--- config.mk ---
export PLATFORM = sky130hd
export DESIGN_NAME = fft16_r2_butterfly
export DESIGN_NICKNAME = d
export VERILOG_FILES = /design/src/rtl/fft16_pkg.sv /design/src/rtl/fft16_cmul.sv /design/src/rtl/fft16_r2_butterfly.sv
export SDC_FILE = /design/constraint.sdc
export NUM_CORES = 1
export LEC_CHECK = 0
export ABC_AREA = 0
export ABC_CLOCK_PERIOD_IN_PS = 11130
export CAP_MARGIN = 40
export CORE_ASPECT_RATIO = 1.75
export CORE_MARGIN = 2
export CORE_UTILIZATION = 55
export DETAILED_ROUTE_END_ITERATION = 10
export PLACE_DENSITY = 0.79
export SYNTH_ARGS = -nofsm -noshare
export SYNTH_HDL_FRONTEND = slang
export SYNTH_SLANG_ARGS = --single-unit
export TNS_END_PERCENT = 5
--- constraint.sdc ---
create_clock -name c -period 11.13 [get_ports c]
set_input_delay 2.7825 -clock c [delete_from_list [all_inputs] [get_ports c]]
set_output_delay 2.7825 -clock c [all_outputs]
set_load 0.1 [all_outputs]
--- src/rtl/fft16_pkg.sv ---
// Shared constants and types for the 16-point FFT datapath.
// Holds the coarse twiddle table (scaled by TW_SCALE, so 4 means 1.0).
package fft16_pkg;

  localparam int DW = 16;

  typedef struct packed {
    logic signed [DW-1:0] re;
    logic signed [DW-1:0] im;
  } cplx_t;

  localparam int TW_SCALE = 4;

  localparam logic signed [3:0] TW_RE [8] = '{
    4'sd4, 4'sd4, 4'sd2, 4'sd1, 4'sd0, -4'sd1, -4'sd2, -4'sd4
  };

  localparam logic signed [3:0] TW_IM [8] = '{
    4'sd0, -4'sd1, -4'sd2, -4'sd4, -4'sd4, -4'sd4, -4'sd2, -4'sd1
  };

endpackage

--- src/rtl/fft16_cmul.sv ---
// Combinational complex multiply of a difference term by a table twiddle,
// followed by a signed divide-by-scale (truncating toward zero).
// Build option FFT_BF_SAT_EN: clamp results to the DW-bit signed range
// instead of wrapping.
module fft16_cmul #(
  parameter int DW = 16
) (
  input  logic signed [DW:0]   tr,
  input  logic signed [DW:0]   ti,
  input  logic        [2:0]    k,
  output logic signed [DW-1:0] dr,
  output logic signed [DW-1:0] di
);
  import fft16_pkg::*;

  localparam int PW = DW + 6;
  localparam logic signed [PW-1:0] SCALE = PW'(TW_SCALE);
  localparam logic signed [PW-1:0] QMAX  = PW'((2 ** (DW - 1)) - 1);
  localparam logic signed [PW-1:0] QMIN  = -QMAX - PW'(1);

  logic signed [PW-1:0] wrx, wix, trx, tix, pr, pi, qr, qi;

  // Full-width products, then true signed division so negatives round toward zero
  always_comb begin
    wrx = PW'(TW_RE[k]);
    wix = PW'(TW_IM[k]);
    trx = PW'(tr);
    tix = PW'(ti);
    pr  = wrx * trx - wix * tix;
    pi  = wrx * tix + wix * trx;
    qr  = pr / SCALE;
    qi  = pi / SCALE;
  end

  // Reduce the quotients to DW bits, clamping or wrapping depending on the build
  always_comb begin
`ifdef FFT_BF_SAT_EN
    if (qr > QMAX)      dr = DW'(QMAX);
    else if (qr < QMIN) dr = DW'(QMIN);
    else                dr = DW'(qr);
    if (qi > QMAX)      di = DW'(QMAX);
    else if (qi < QMIN) di = DW'(QMIN);
    else                di = DW'(qi);
`else
    dr = DW'(qr);
    di = DW'(qi);
`endif
  end

endmodule

--- src/rtl/fft16_r2_butterfly.sv ---
// Radix-2 DIF butterfly: registered sum path and twiddled difference path,
// with a 3-bit twiddle index that advances once per accepted sample.
// Build option FFT_BF_SAT_EN: saturate the DW-bit results instead of wrapping.
module fft16_r2_butterfly #(
  parameter int DW = 16
) (
  input  logic                 c,
  input  logic                 rst_n,
  input  logic                 in_valid,
  input  logic                 tw_clr,
  input  logic signed [DW-1:0] ar,
  input  logic signed [DW-1:0] ai,
  input  logic signed [DW-1:0] br,
  input  logic signed [DW-1:0] bi,
  output logic signed [DW-1:0] sr,
  output logic signed [DW-1:0] si,
  output logic signed [DW-1:0] dr,
  output logic signed [DW-1:0] di,
  output logic                 out_valid
);
  import fft16_pkg::*;

  logic        [2:0]    k, kuse;
  logic signed [DW:0]   sumr, sumi, difr, difi;
  logic signed [DW-1:0] sumr_n, sumi_n, dr_n, di_n;

  function automatic logic signed [DW-1:0] fit_sum(input logic signed [DW:0] x);
`ifdef FFT_BF_SAT_EN
    if (x[DW] != x[DW-1])
      return x[DW] ? {1'b1, {(DW-1){1'b0}}} : {1'b0, {(DW-1){1'b1}}};
    return x[DW-1:0];
`else
    return DW'(x);
`endif
  endfunction

  // A sample arriving together with tw_clr is rotated by k=0
  always_comb kuse = tw_clr ? 3'd0 : k;

  // One-bit-growth sum and difference of the two operands
  always_comb begin
    sumr   = (DW+1)'(ar) + (DW+1)'(br);
    sumi   = (DW+1)'(ai) + (DW+1)'(bi);
    difr   = (DW+1)'(ar) - (DW+1)'(br);
    difi   = (DW+1)'(ai) - (DW+1)'(bi);
    sumr_n = fit_sum(sumr);
    sumi_n = fit_sum(sumi);
  end

  fft16_cmul #(.DW(DW)) u_cmul (
    .tr (difr),
    .ti (difi),
    .k  (kuse),
    .dr (dr_n),
    .di (di_n)
  );

  // Output registers and twiddle index; reset wins over everything else
  always_ff @(posedge c) begin
    if (!rst_n) begin
      sr        <= '0;
      si        <= '0;
      dr        <= '0;
      di        <= '0;
      out_valid <= 1'b0;
      k         <= 3'd0;
    end else begin
      out_valid <= in_valid;
      if (in_valid) begin
        sr <= sumr_n;
        si <= sumi_n;
        dr <= dr_n;
        di <= di_n;
        k  <= kuse + 3'd1;
      end else if (tw_clr) begin
        k  <= 3'd0;
      end
    end
  end

endmodule

==> flow_results.org <==
** Worst setup path
- Highest cell delay on the worst timing path :: a little under 600 ps
- Cell with the largest stage delay on the worst path :: a211oi_1
- For the worst setup path, the data arrival time is 11,260 ps.
- Category of the worst setup path launch point :: input port
- Number of cells on the worst reg-to-reg path :: 28
- Critical path start-end classification :: in -> reg
- The critical path starts at bi[1].
- The startpoint identified for the worst register-to-register timing path is k[1].
- The worst register-to-register path ends at di[15].
- STA classifies the critical path endpoint as a register.
- CP Capture Point :: di[15]
- Flop2flop setup slack :: 3350 ps
- Of all nets on the critical path, the largest fanout is 6.
- Required time of the worst setup path :: 11,380 ps

** Clock network
- CTS built an H-tree with a depth of 3.
- Clock-pin slew was measured on the worst setup and hold paths at 70 ps.
- Clock latency reported for the late side of the worst-skew pair :: between 300 and 400 ps
- Maximum count of clock buffers along a single path :: 2
- Hold-fix buffers at CTS :: 0
- Clock tree synthesis found a total of 68 sinks.
- Counting the buffers created by CTS gives 9.
- TritonCTS built the clock tree.
- Clock Root Buffer :: clkbuf_16

** Die
- Height of the chip :: 227.3 um
- Starting utilization of the core area :: 56.05%
- Total Die Area :: roughly 30,000 sq um
- Number of placement rows :: between 80 and 90
- Num ports :: 133
- The die is 131.6 um wide.
- The core region is 27,970 sq um.

** Placement
- Routability-driven placement congestion ratio :: 0.9533
- Worst Setup Slack post-DPL :: -358.2 ps
- Count of input and output buffers :: 132
- The HPWL after detailed placement is 39,980 um.

** STA
- Setup violations remaining at the end of the flow were counted as 0.
- After layout, the minimum clock period comes to 11,010 ps.
- Worst Hold Margin :: 485.7 ps
- The worst pin sits at a relative slew slack of 36.40%.
- For this run, the top clock speed supported by timing is 0.09086 GHz.
- Min setup slack post-route :: 123.9 ps
- Across the routed clock network, the largest skew measured is ~17 ps.
- Setup repair after global routing missed its margin :: yes
- In the finished design, the share of the clock period the worst path needs comes to 98.89%.
- Worst-margin pin slew :: 954.0 ps
- Total negative setup slack :: 0 ps
- Max-slew violation count :: 0
- Final-report hold violation count :: 0

** Global routing
- Total track usage :: about a third
- The number of global-route vias before repair was 16.16k.
- Pin count of the biggest net entering global routing :: 87
- For this run the aggregate overflow at the end of global routing stands at 0.
- Initial antenna violation count :: 0
- Global-route wire length before repair :: around 79,000 um

** Outcome
- Result of the run :: complete, no violations

** Layout
- Final net count :: 2,624
- In the final layout, the multi-input gates occupy 13,090 sq um.
- Proportion of layout cells with a drive suffix above 1 :: between 10% and 20%
- The repair_antennas step left the layout with diodes totalling 0.
- In the final layout, flip-flops and latches occupy 1361 sq um.
- Area grow syn2layout :: 25.59%
- Fillcell total :: ~2.2k

** Min path
- Kind of path behind the tightest hold check :: reg -> reg

** Routing
- In the routed layout, each cell is associated on average with a via count of between 5 and 6.
- The count of nets left with antenna violations once routing finished came out at 0.
- Detailed routing inserted a total of roughly 15k vias.
- First DRT Iteration DRCs :: roughly 1,000
- After detailed routing, the number of remaining DRC violations is 0.
- Dividing the detail-routed wire length by the instance count gives 19.13 um.
- Wirelength, routed :: 48,540 um
- Number of iterations in the first detailed-routing pass :: 7

** Pwr
- Max rail drop VDD :: around 0.00029 V
- In this run the power density over the cells is 251.4 nW/um^2.
- The analysis attributes to cell leakage a power of 0.009211 uW.
- The design draws 4949 uW.

** Logic synthesis
- A synthesized cell averages 8.269 sq um.
- After synthesis the cells add up to around 16,000 sq um.
- Most frequently used cell type in the post-synthesis netlist :: inv_1
- After synthesis, the share of flip-flops with an asynchronous set or reset is 0%.
- Most frequent cells after synthesis :: inv_1, nor2_1, fa_1
- The synthesized design contains 0 enable-type register cells.
- Counting distinct cell types in the post-synthesis netlist gives 72.
- Flip-flop and latch count after synthesis :: 68
- Ranking of synthesized cells by area :: fa_1, ha_1, dfxtp_1, inv_1, nor2_1
- Post-synthesis cell type with the largest combined area :: fa_1
- Cells after synthesis :: 1,896
- Total number of yosys warnings :: 0
- Fraction of the yosys area taken by sequential cells :: 8.683%
- Most used flip-flop cell after synthesis :: dfxtp_1
- In this run the biggest area consumer among cell types represents 28.09% of the synthesized area.
- Number of nets in the synthesized netlist :: 2,361

** Run
- Count of max-cap constraint violations :: 0
==> worst max-delay path: cells and delay by family <==
kind                       cells  cell delay [ps]
AOI/OAI and AO/OA             13             3350
xor gates and xnor gates       1              120
adders and majority gates      7             2770
buffers and inverters          6              990
and+or+nand+nor                6             1250
==> metal layers <==
layer  vias up  wire, um  track usage (%)
li1       6767         -                -
met3       258      2827            5.678
met4         0      3974            24.61
met5         -         0                0
met2       655     25700            62.12
met1      7222     16030            33.66
==> registers in the layout, summed over array words and instances (netlist names) <==
register,flops
k,3
sr,16
si,16
di,16
out_valid,1
dr,16
==> cells in the final DEF (no fill, tap or decap), drive strengths merged, types with 5 or more instances in the layout <==
cell type	count
o21bai	15
buf	200
or2	11
dfxtp	68
nor3	51
nand3	35
or3	14
o31ai	7
clkbuf	11
and2	42
nor2b	15
o21ai	62
or4	5
inv	287
nor4	10
a311oi	5
mux2i	30
nor2	225
and3	25
nor3b	6
a211oi	48
mux2	7
o211ai	15
a21oi	90
xnor2	76
a21boi	5
a2111oi	6
xor2	25
o21a	17
nand2b	34
a31oi	11
ha	177
nand4	7
fa	220
nand2	104
clkdlybuf4s50	131
a21o	16
==> cell families after synthesis <==
group,after synthesis,share of synthesized area (%)
buffers and inverters,367,8.795
AO/OA/AOI/OAI,332,14.05
XOR/XNOR,101,5.642
flip-flops,68,8.683
adder cells (fa/ha/maj),397,42.22
multiplexers,37,2.418
AND/OR/NAND/NOR,594,18.20
==> power breakdown <==
group,switching (uW),internal (uW),leakage [uW],total [uW]
Clock,136,157,0.000128,293
Sequential,30.9,300,0.000565,331
Combinational,2450,1880,0.00852,4330
Total,2610,2340,0.00921,4950
==> metrics by stage <==
stage	util, %	instances	area, sq um
2_1_floorplan	-	1896	15680
3_3_place_gp	64.86	2452	18140
3_5_place_dp	68.75	2517	19230
4_1_cts	69.74	2533	19510
5_1_grt	70.39	2537	19690
6_report	70.39	2537	19690
==> layout make-up <==
| type | instances | area share, % |
|---|---|---|
| tap | 373 | 2.370 |
| timing repair buffer | 331 | 17.34 |
| multi-input combinational | 1461 | 66.47 |
| sequential | 68 | 6.914 |
| inverter | 288 | 5.491 |
| clock buffer | 11 | 1.233 |
| clock inverter | 5 | 0.1843 |
==> worst min-delay path by stage <==
| stage | startpoint | to | slack [ps] | cells past startpoint |
|---|---|---|---|---|
| after floorplan | k[0] | k[0] | 630 | 4 |
| after global placement | si[15] | si[15] | 460 | 1 |
| after detailed placement | si[15] | si[15] | 460 | 1 |
| after CTS | dr[9] | dr[9] | 490 | 2 |
| after global routing | sr[14] | sr[14] | 510 | 1 |
| final | si[15] | si[15] | 490 | 1 |
==> repair_timing <==
item | CTS | global route
setup endpoints to repair | 0 | 23
gates resized for setup | 0 | 36
endpoints found under the hold margin | 0 | 0
setup buffers | 0 | 4
Note: power is estimated with default switching activity, not from simulation.
